## src/rtl/ball_render_pkg.sv

```systemverilog
// Shared types and register-map constants for the GravSim ball renderer.
// Field offsets are helpers so the top can scale with coordinate width.
package ball_render_pkg;

    localparam int X_LSB             = 0;
    localparam int EN_BIT            = 31;
    localparam int STATUS_BIT_COMMIT = 0;
    localparam int FRAME_COUNT_LSB   = 8;
    localparam int FRAME_COUNT_W     = 8;

    function automatic int y_lsb(input int coord_w);
        return coord_w;
    endfunction

    function automatic int r_lsb(input int coord_w);
        return 2 * coord_w;
    endfunction

    // Register image for the default 10-bit coordinate / 6-bit radius build.
    typedef struct packed {
        logic       enable;
        logic [4:0] rsvd;
        logic [5:0] radius;
        logic [9:0] y;
        logic [9:0] x;
    } ball_t;

endpackage

```

## src/rtl/ball_hit_unit.sv

```systemverilog
// One ball's hit test: stage 1 registers dx/dy, the squared-distance
// compare is combinational and registered by the priority stage in the top.
module ball_hit_unit #(
    parameter int COORD_W  = 10,
    parameter int RADIUS_W = 6
) (
    input  logic                clk_i,
    input  logic                rst_i,
    input  logic [COORD_W-1:0]  draw_x_i,
    input  logic [COORD_W-1:0]  draw_y_i,
    input  logic [COORD_W-1:0]  ball_x_i,
    input  logic [COORD_W-1:0]  ball_y_i,
    input  logic [RADIUS_W-1:0] radius_i,
    input  logic                enable_i,
    output logic                hit_o
);

    localparam int SW = 2 * COORD_W + 3;

    logic [COORD_W:0]  dx_d, dy_d, dx_q, dy_q;
    logic [RADIUS_W-1:0] r_q;
    logic              en_q;
    logic [COORD_W:0]  adx, ady;
    logic [SW-1:0]     dist_sq, rad_sq;

    assign dx_d = {1'b0, draw_x_i} - {1'b0, ball_x_i};
    assign dy_d = {1'b0, draw_y_i} - {1'b0, ball_y_i};

    always_ff @(posedge clk_i) begin
        if (rst_i) begin
            dx_q <= '0;
            dy_q <= '0;
            r_q  <= '0;
            en_q <= 1'b0;
        end else begin
            dx_q <= dx_d;
            dy_q <= dy_d;
            r_q  <= radius_i;
            en_q <= enable_i;
        end
    end

    // Magnitude of a (COORD_W+1)-bit two's complement value fits unsigned.
    assign adx = dx_q[COORD_W] ? -dx_q : dx_q;
    assign ady = dy_q[COORD_W] ? -dy_q : dy_q;

    assign dist_sq = SW'(adx) * SW'(adx) + SW'(ady) * SW'(ady);
    assign rad_sq  = SW'(r_q) * SW'(r_q);

    assign hit_o = en_q && (dist_sq <= rad_sq);

endmodule

```

## src/rtl/ball_render_engine.sv

```systemverilog
// Avalon-programmed ball renderer: pending/active register sets committed
// on VGA_VS falling edge, per-pixel hit test with lowest-index priority.
module ball_render_engine
    import ball_render_pkg::*;
#(
    parameter int NUM_BALLS = 4,
    parameter int COORD_W   = 10,
    parameter int RADIUS_W  = 6,
    parameter int ID_W      = (NUM_BALLS > 1) ? $clog2(NUM_BALLS) : 1,
    parameter int ADDR_W    = $clog2(NUM_BALLS + 1)
) (
    input  logic              Clk,
    input  logic              Reset,
    input  logic [ADDR_W-1:0] avs_address,
    input  logic              avs_write,
    input  logic [31:0]       avs_writedata,
    input  logic              avs_read,
    output logic [31:0]       avs_readdata,
    input  logic              VGA_VS,
    input  logic [COORD_W-1:0] DrawX,
    input  logic [COORD_W-1:0] DrawY,
    output logic              is_ball,
    output logic [ID_W-1:0]   ballID
);

    localparam int Y_LSB  = y_lsb(COORD_W);
    localparam int R_LSB  = r_lsb(COORD_W);
    localparam int FLD_HI = R_LSB + RADIUS_W;
    localparam logic [31:0] BALL_MASK =
        ((32'd1 << FLD_HI) - 32'd1) | (32'd1 << EN_BIT);
    localparam logic [ADDR_W-1:0] STATUS_ADDR = ADDR_W'(NUM_BALLS);

    logic [31:0]         pend_q  [NUM_BALLS];
    logic [COORD_W-1:0]  act_x_q [NUM_BALLS];
    logic [COORD_W-1:0]  act_y_q [NUM_BALLS];
    logic [RADIUS_W-1:0] act_r_q [NUM_BALLS];
    logic [NUM_BALLS-1:0] act_en_q;

    logic                     commit_req_q;
    logic [FRAME_COUNT_W-1:0] frame_q;
    logic                     vs_q;
    logic [31:0]              rdata_d, rdata_q;
    logic [NUM_BALLS-1:0]     hit;
    logic                     is_ball_d, is_ball_q;
    logic [ID_W-1:0]          id_d, id_q;
    logic                     commit_evt;
    logic                     req_set;

    assign commit_evt = vs_q && !VGA_VS && commit_req_q;
    assign req_set    = avs_write && (avs_address == STATUS_ADDR)
                        && avs_writedata[STATUS_BIT_COMMIT];

    always_ff @(posedge Clk) begin
        if (Reset) begin
            for (int k = 0; k < NUM_BALLS; k++) begin
                pend_q[k]  <= '0;
                act_x_q[k] <= '0;
                act_y_q[k] <= '0;
                act_r_q[k] <= '0;
            end
            act_en_q     <= '0;
            commit_req_q <= 1'b0;
            frame_q      <= '0;
            vs_q         <= 1'b1;
            rdata_q      <= '0;
            is_ball_q    <= 1'b0;
            id_q         <= '0;
        end else begin
            vs_q <= VGA_VS;
            // Copy sees pre-write pending; a same-cycle write lands after.
            if (commit_evt) begin
                for (int k = 0; k < NUM_BALLS; k++) begin
                    act_x_q[k]  <= pend_q[k][X_LSB +: COORD_W];
                    act_y_q[k]  <= pend_q[k][Y_LSB +: COORD_W];
                    act_r_q[k]  <= pend_q[k][R_LSB +: RADIUS_W];
                    act_en_q[k] <= pend_q[k][EN_BIT];
                end
                frame_q <= frame_q + 8'd1;
            end
            if (req_set)
                commit_req_q <= 1'b1;
            else if (commit_evt)
                commit_req_q <= 1'b0;
            for (int k = 0; k < NUM_BALLS; k++) begin
                if (avs_write && avs_address == ADDR_W'(k))
                    pend_q[k] <= avs_writedata & BALL_MASK;
            end
            if (avs_read)
                rdata_q <= rdata_d;
            is_ball_q <= is_ball_d;
            id_q      <= id_d;
        end
    end

    always_comb begin
        rdata_d = '0;
        if (avs_address == STATUS_ADDR) begin
            rdata_d[STATUS_BIT_COMMIT] = commit_req_q;
            rdata_d[FRAME_COUNT_LSB +: FRAME_COUNT_W] = frame_q;
        end
        for (int k = 0; k < NUM_BALLS; k++) begin
            if (avs_address == ADDR_W'(k))
                rdata_d = pend_q[k];
        end
    end

    for (genvar g = 0; g < NUM_BALLS; g++) begin : g_hit
        ball_hit_unit #(
            .COORD_W  (COORD_W),
            .RADIUS_W (RADIUS_W)
        ) u_hit (
            .clk_i    (Clk),
            .rst_i    (Reset),
            .draw_x_i (DrawX),
            .draw_y_i (DrawY),
            .ball_x_i (act_x_q[g]),
            .ball_y_i (act_y_q[g]),
            .radius_i (act_r_q[g]),
            .enable_i (act_en_q[g]),
            .hit_o    (hit[g])
        );
    end

    always_comb begin
        is_ball_d = 1'b0;
        id_d      = '0;
        for (int k = NUM_BALLS - 1; k >= 0; k--) begin
            if (hit[k]) begin
                is_ball_d = 1'b1;
                id_d      = ID_W'(k);
            end
        end
    end

    assign avs_readdata = rdata_q;
    assign is_ball      = is_ball_q;
    assign ballID       = id_q;

endmodule
```

## config.mk

```make
export PLATFORM = sky130hd
export DESIGN_NAME = ball_render_engine
export DESIGN_NICKNAME = d
export VERILOG_FILES = /design/src/rtl/ball_render_pkg.sv /design/src/rtl/ball_hit_unit.sv /design/src/rtl/ball_render_engine.sv
export SDC_FILE = /design/constraint.sdc
export NUM_CORES = 2
export LEC_CHECK = 0
export ABC_AREA = 1
export CAP_MARGIN = 30
export CORE_MARGIN = 5
export CORE_UTILIZATION = 65
export CTS_BUF_LIST = sky130_fd_sc_hd__clkbuf_4
export DETAILED_ROUTE_END_ITERATION = 6
export PLACE_DENSITY = 0.92
export REMOVE_ABC_BUFFERS = 1
export SETUP_SLACK_MARGIN = 0.5
export SLEW_MARGIN = 40
export SYNTH_ARGS = -nofsm -noshare
export SYNTH_HDL_FRONTEND = slang
export SYNTH_SLANG_ARGS = --single-unit
export TNS_END_PERCENT = 1
```

## constraint.sdc

```tcl
create_clock -name Clk -period 22.6 [get_ports Clk]
set_input_delay 5.65 -clock Clk [delete_from_list [all_inputs] [get_ports Clk]]
set_output_delay 5.65 -clock Clk [all_outputs]
set_load 0.005 [all_outputs]
```

== Word level (Yosys, flattened, before mapping) ==
Memories as Yosys holds them, arrays and structs flattened. A register that Yosys moved wholly into a read port is not among the register bits.
Index checks and enable logic that the tools add are counted.
W data, S select, Z words.
Storage, ports and cells
  ROM bits: 0
  bits of input ports: 60
  register bits: 141
  memories: 4
  output and inout bits: 35
  RAM bits: 212
  bits in latches: 0
Operators by class
  bitwise gates (word level): 16
  equal/unequal tests: 4
  add/subtract/negate cells: 21
  multipliers: 12
  reductions and logical operators: 17
  $lt $le $gt $ge: 4
  shift operators: 0
  multiplexer cells: 56
  divide/modulo/power cells: 0
Memories
  pend_q: words 4, width 27, read ports 4, clocked after Yosys merged registers in 0, wr ports 4, line ball_render_engine.sv:33  | logic [31:0] pend_q [NUM_BALLS];
  act_x_q: words 4, width 10, read ports 4, clocked after Yosys merged registers in 0, wr ports 4, line ball_render_engine.sv:34  | logic [COORD_W-1:0] act_x_q [NUM_BALLS];
  act_y_q: words 4, width 10, read ports 4, clocked after Yosys merged registers in 0, wr ports 4, line ball_render_engine.sv:35  | logic [COORD_W-1:0] act_y_q [NUM_BALLS];
  act_r_q: words 4, width 6, read ports 4, clocked after Yosys merged registers in 4, wr ports 4, line ball_render_engine.sv:36  | logic [RADIUS_W-1:0] act_r_q [NUM_BALLS];
Operators by type and width (count)
  $mul A11 B11 Y22: 8
  $mux W32: 4
  $mux W27: 4
  $add A22 B22 Y23: 4
  $le A23 B12 Y1: 4
  $mux W11: 8
  $neg A11 Y11: 8
  $sub A10 B10 Y11: 8
  $mux W10: 8
  $mul A6 B6 Y12: 4
  $mux W1: 25
  $mux W6: 4
  $or A1 B1 Y1: 16
  $logic_and A1 B1 Y1: 12
  $add A8 B1 Y8 const B: 1
  $mux W8: 1
  $eq A3 B2 Y1 const B: 2
  $mux W2: 2
  $eq A3 B1 Y1 const B: 1
  $eq A3 B3 Y1 const B: 1
  $logic_not A3 Y1: 1
  $reduce_or A3 Y1: 1
  $reduce_bool A2 Y1: 1
  $reduce_or A2 Y1: 1
  $logic_not A1 Y1: 1

== Depth between registers and ports, before layout ==
  depth after elaboration: 10
  mapped depth: 49

== By module ==
A second synthesis with hierarchy kept.
Second synthesis, totals
  cells, all modules: 6406
  area total of the unflattened synthesis: 51837.2 um^2
By module, submodules not included
  ball_hit_unit (g_hit[1].u_hit): cells each 1367, times used 1, area each 10447.5 um^2
  ball_hit_unit (g_hit[0].u_hit): cells each 1364, times used 1, area each 10402.5 um^2
  ball_hit_unit (g_hit[3].u_hit): cells each 1350, times used 1, area each 10391.2 um^2
  ball_hit_unit (g_hit[2].u_hit): cells each 1369, times used 1, area each 10351.2 um^2
  ball_render_engine: cells each 956, times used 1, area each 10244.8 um^2

== Least setup slack after synthesis ==
No wires, ideal clock.
  path type: input to register
  start point: in Reset
  end point: mem act_r_q[0][0], enable pin
  stages: 4
  library setup time: 982 ps
  arrival: 8026 ps
  data required time: 21618 ps
  slack: 13592 ps
  buffers on the path: 2
  cell sequence: clkbuf_1 > inv_2 > clkbuf_1 > nand2_1
RTL lines
  start: declaration: line ball_render_engine.sv:13  | input logic Reset,
  end: declaration: line ball_render_engine.sv:36

== Final worst setup path ==
  start point: reg g_hit[3].u_hit.dy_q[0]
  end point: reg id_q[0], in the netlist ballID[0]
On the way
  longest elaborated chain between the ends: 9
Ends and longest elaborated chain
  start: declaration: line ball_hit_unit.sv:20  | logic [COORD_W:0] dx_d, dy_d, dx_q, dy_q;
  start signal: assignment: line ball_hit_unit.sv:37  | dy_q <= dy_d;
  $neg A11 Y11: line ball_hit_unit.sv:45  | assign ady = dy_q[COORD_W] ? -dy_q : dy_q;
  $mux W11 (*): line ball_hit_unit.sv:45
  $mul A11 B11 Y22 (*): line ball_hit_unit.sv:47  | assign dist_sq = SW'(adx) * SW'(adx) + SW'(ady) * SW'(ady);
  $add A22 B22 Y23 (*): line ball_hit_unit.sv:47
  $le A23 B12 Y1 (*): line ball_hit_unit.sv:50  | assign hit_o = en_q && (dist_sq <= rad_sq);
  $logic_and A1 B1 Y1 (*): line ball_hit_unit.sv:50
  $mux W2 (*) (2 in a row): line ball_render_engine.sv:128  | if (hit[k]) begin
  $mux W1 (*): line ball_render_engine.sv:128
  end signal: assignment: line ball_render_engine.sv:91  | id_q <= id_d;
  end: declaration: line ball_render_engine.sv:45  | logic [ID_W-1:0] id_d, id_q;
Mark *: on every way between the ends. The rest lies on a longest branch, timed or not.
A chain may end at the register's enable or synchronous reset.

==> metrics.txt <==
# TYPE chip_impl_metric gauge
chip_impl_info{name="outcome",value="complete, but fails checks"} 1
chip_impl_info{name="violated_checks",value="design-rule violations"} 1
chip_impl_metric{name="synth_seq_cells",unit=""} 372
chip_impl_metric{name="placementRows",unit=""} 101
chip_impl_metric{name="floorplan.initialDensity",unit="%"} 65.7
chip_impl_metric{name="timing_hold_violations_final",unit=""} 0
chip_impl_metric{name="path_max_fanout",unit=""} 13
chip_impl_metric{name="place_area",unit="mm2"} 0.0521
chip_impl_info{name="hold_path.startpoint",value="act_en_q[3]"} 1
chip_impl_metric{name="route.vias.total",unit=""} 40900
chip_impl_metric{name="worstPathRequired",unit="ns"} 23.39
chip_impl_info{name="post_synth_most_frequent_cells",value="inv_1, nand2_1, nor2_1"} 1
chip_impl_metric{name="dp_hpwl",unit="um"} 105000
chip_impl_metric{name="design_area",unit="mm2"} 0.0534
chip_impl_metric{name="fin_crit_sh",unit="%"} 40.4
chip_impl_metric{name="period_needed",unit="ns"} 9.14
chip_impl_info{name="cp-end-kind",value="register"} 1
chip_impl_metric{name="worst_setup_hold_path_clk_slew",unit="ns"} 0.08
chip_impl_metric{name="finalNetCount",unit=""} 7667
chip_impl_metric{name="gp_congestion",unit=""} 0.979
chip_impl_metric{name="slowest_delay",unit="ns"} 0.59
chip_impl_info{name="timing.critical_path.slowest_stage_cell",value="fa_1"} 1
chip_impl_metric{name="first_global_vias",unit=""} 43000
chip_impl_metric{name="finClkSkew",unit="ns"} 0.0573
chip_impl_metric{name="max-cap-violations",unit=""} 0
chip_impl_info{name="critical_path.most_common_cell",value="nor2_1"} 1
chip_impl_metric{name="dp_worst_setup_slack",unit="ns"} 13.57
chip_impl_info{name="post_synth_main_area_contributors",value="fa_1, ha_1, inv_1"} 1
chip_impl_metric{name="post_route_cells_drive_above_1_share",unit="%"} 4.17
chip_impl_metric{name="grt_pass1_wl",unit="um"} 207000
chip_impl_metric{name="cts_hold_buf",unit=""} 0
chip_impl_metric{name="multi_input_comb_area",unit="mm2"} 0.0335
chip_impl_metric{name="syn_avg_cell_area",unit="um2"} 8.11
chip_impl_metric{name="synth.cell_area",unit="mm2"} 0.0500
chip_impl_metric{name="sequential_cell_area",unit="mm2"} 0.00957
chip_impl_metric{name="cts_post_setup_buffers_inserted",unit=""} 0
chip_impl_info{name="yosys_most_used_dff",value="edfxtp_1"} 1
chip_impl_metric{name="route.detailed.vias_per_inst",unit=""} 5.49
chip_impl_metric{name="total_wirelength",unit="um"} 129000
chip_impl_metric{name="highest_attainable_clock_frequency",unit="GHz"} 0.109
chip_impl_metric{name="dieArea",unit="mm2"} 0.0826
chip_impl_info{name="cts_tree",value="built"} 1
chip_impl_metric{name="drt_iter0_drc",unit=""} 3468
chip_impl_metric{name="critPathBufInv",unit=""} 8
chip_impl_metric{name="timing.final.setup_violations",unit=""} 0
chip_impl_metric{name="worst-endpoint-arrival",unit="ns"} 9.93
chip_impl_metric{name="die_w",unit="um"} 287
chip_impl_metric{name="die_h",unit="um"} 287
chip_impl_metric{name="final_antenna_net_count",unit=""} 0
chip_impl_metric{name="slew_headroom",unit="%"} 36.2
chip_impl_metric{name="cts-buffers-inserted",unit=""} 90
chip_impl_metric{name="filler_cell_count",unit=""} 5368
chip_impl_metric{name="report.final.slew_viol_count",unit=""} 0
chip_impl_metric{name="synth-warning-count",unit=""} 0
chip_impl_info{name="critPathTopFamily",value="adder cells"} 1
chip_impl_metric{name="core_area",unit="mm2"} 0.0761
chip_impl_metric{name="clk_latency",unit="ns"} 0.85
chip_impl_metric{name="clock_sinks",unit=""} 372
chip_impl_info{name="critical_path_class",value="register to register"} 1
chip_impl_metric{name="cts-resized-gates",unit=""} 0
chip_impl_info{name="worstReg2RegStart",value="g_hit[3].u_hit.dy_q[0]"} 1
chip_impl_metric{name="fraction_of_post_synthesis_cell_area_in_the_top_cell_type_by_area",unit="%"} 28.0
chip_impl_metric{name="grt_overflow_total",unit=""} 0
chip_impl_metric{name="synthesis.instances",unit=""} 6168
chip_impl_info{name="holdCritPathClass",value="register to register"} 1
chip_impl_metric{name="setup_slack",unit="ns"} 13.46
chip_impl_metric{name="route.detailed.drc",unit=""} 10
chip_impl_metric{name="cts_max_path_bufs",unit=""} 3
chip_impl_metric{name="ctsHtreeMaxLevel",unit=""} 3
chip_impl_metric{name="boundaryPins",unit=""} 95
chip_impl_metric{name="synth_edf_count",unit=""} 212
chip_impl_metric{name="synth.distinct_cells",unit=""} 56
chip_impl_info{name="synth.largest_area_cell",value="fa_1"} 1
chip_impl_metric{name="tns",unit="ns"} 0
chip_impl_metric{name="drt-wirelength-per-cell",unit="um"} 17.3
chip_impl_info{name="startpoint_type",value="register"} 1
chip_impl_metric{name="least_margin_pin_slew",unit="ns"} 0.953
chip_impl_metric{name="syn2layout_area_growth",unit="%"} 6.77
chip_impl_info{name="root_buffer",value="clkbuf_4"} 1
chip_impl_metric{name="number_of_antenna_violations_at_the_first_check_in_global_routing",unit=""} 9
chip_impl_info{name="setup_crit_start",value="g_hit[3].u_hit.dy_q[0]"} 1
chip_impl_metric{name="synth.yosys.seq_area_share",unit="%"} 19.1
chip_impl_metric{name="grt_start_max_net_pins",unit=""} 75
chip_impl_metric{name="drtPass1Iterations",unit=""} 7
chip_impl_info{name="rsz0062_at_grt",value="no"} 1
chip_impl_metric{name="port_buffers",unit=""} 84
chip_impl_metric{name="grt.total_usage",unit="%"} 31.2
chip_impl_info{name="yosysMostFrequentCell",value="inv_1"} 1
chip_impl_metric{name="synth_async_sr_flop_share",unit="%"} 0
cells in the final DEF, fill, tap and decap left out, types with 11 or more instances in the layout:
master	Yosys	layout
ha_1	577	577
o22ai_1	30	30
nand2_2	19	19
a21o_1	17	17
o21ai_0	152	149
edfxtp_1	212	212
nor3_2	13	13
a31oi_1	21	21
nor2_1	721	720
dfxtp_1	160	160
clkdlybuf4s50_1	0	83
o21bai_1	15	15
a21oi_1	266	266
o21a_1	25	25
clkbuf_4	0	131
xnor2_1	49	49
fa_1	700	700
nand3b_1	21	21
clkinv_2	0	11
nand2_1	930	928
nor3_1	32	32
o31ai_1	16	16
inv_2	14	13
nand4_1	26	26
or2_2	24	24
clkinv_1	9	30
xor2_1	54	53
inv_1	1805	1805
conb_1	2	61
nand3_1	111	111
buf_4	5	13
cells by family (layout without fill, tap and decap cells):
group                      count (synthesis)  in the layout  synth area share, %
buffers and inverters                   1917           2098                 14.5
muxes                                      2              2               0.0400
xor gates and xnor gates                 107            107                 1.96
DFF                                      372            372                 19.1
and+or+nand+nor                         1938           1938                 15.9
AOI/OAI and AO/OA                        553            553                 6.07
other                                      2             69               0.0150
adders and majority gates               1277           1277                 42.5
area by class of cell:
type | count | share of cell area, %
antenna | 8 | 0.0375
sequential | 372 | 17.9
inverter | 1829 | 12.9
timing repair buffer | 99 | 1.79
clock buffer | 131 | 1.84
multi-input combinational | 3938 | 62.7
tap | 1030 | 2.41
clock inverter | 39 | 0.462
per-stage QoR:
stage          hold WS (ns)  utilization, %  std cells
2_1_floorplan         0.405               -       6139
3_3_place_gp          0.419            68.5       7268
3_5_place_dp          0.420            68.5       7268
4_1_cts               0.450            70.1       7438
5_1_grt               0.468            70.2       7440
6_report              0.449            70.2       7446
routing by layer:
metal | up-vias | share of wire, % | track usage (%)
met5 | - | 0.052 | 0
met4 | 8 | 6.6 | 17.6
met3 | 597 | 9.6 | 6.64
met2 | 2162 | 49 | 54.8
met1 | 19400 | 34 | 35.3
li1 | 18700 | - | -
path summary, 6_finish.rpt:
path,to,slack (ns),cells past startpoint
max,ballID[0],13.46,40
min,g_hit[3].u_hit.en_q,0.45,2
max reg2reg,ballID[0],13.46,40
min reg2reg,g_hit[3].u_hit.en_q,0.45,2
worst register-to-register path: cells and delay by family (launching register included):
kind | cells | cell delay (ns)
compound gates | 4 | 0.79
xor+xnor | 2 | 0.64
fa+ha+maj | 10 | 4.22
buf+inv | 8 | 1.03
flops | 1 | 0.42
simple gates | 16 | 1.98
sequential cells by signal, indices dropped and copies added, names as in the netlist:
| register | count |
|---|---|
| pend_q | 108 |
| g_hit.u_hit.dx_q | 44 |
| g_hit.u_hit.dy_q | 44 |
| act_x_q | 40 |
| act_y_q | 40 |
| avs_readdata | 27 |
| act_r_q | 24 |
| g_hit.u_hit.r_q | 24 |
| frame_q | 8 |
| act_en_q | 4 |
| g_hit.u_hit.en_q | 4 |
| ballID | 2 |
| commit_req_q | 1 |
| is_ball | 1 |
| vs_q | 1 |
Power is left out: the tool's default activity adds up to more than one toggle a clock period on the data nets, which glitch-free logic cannot reach.
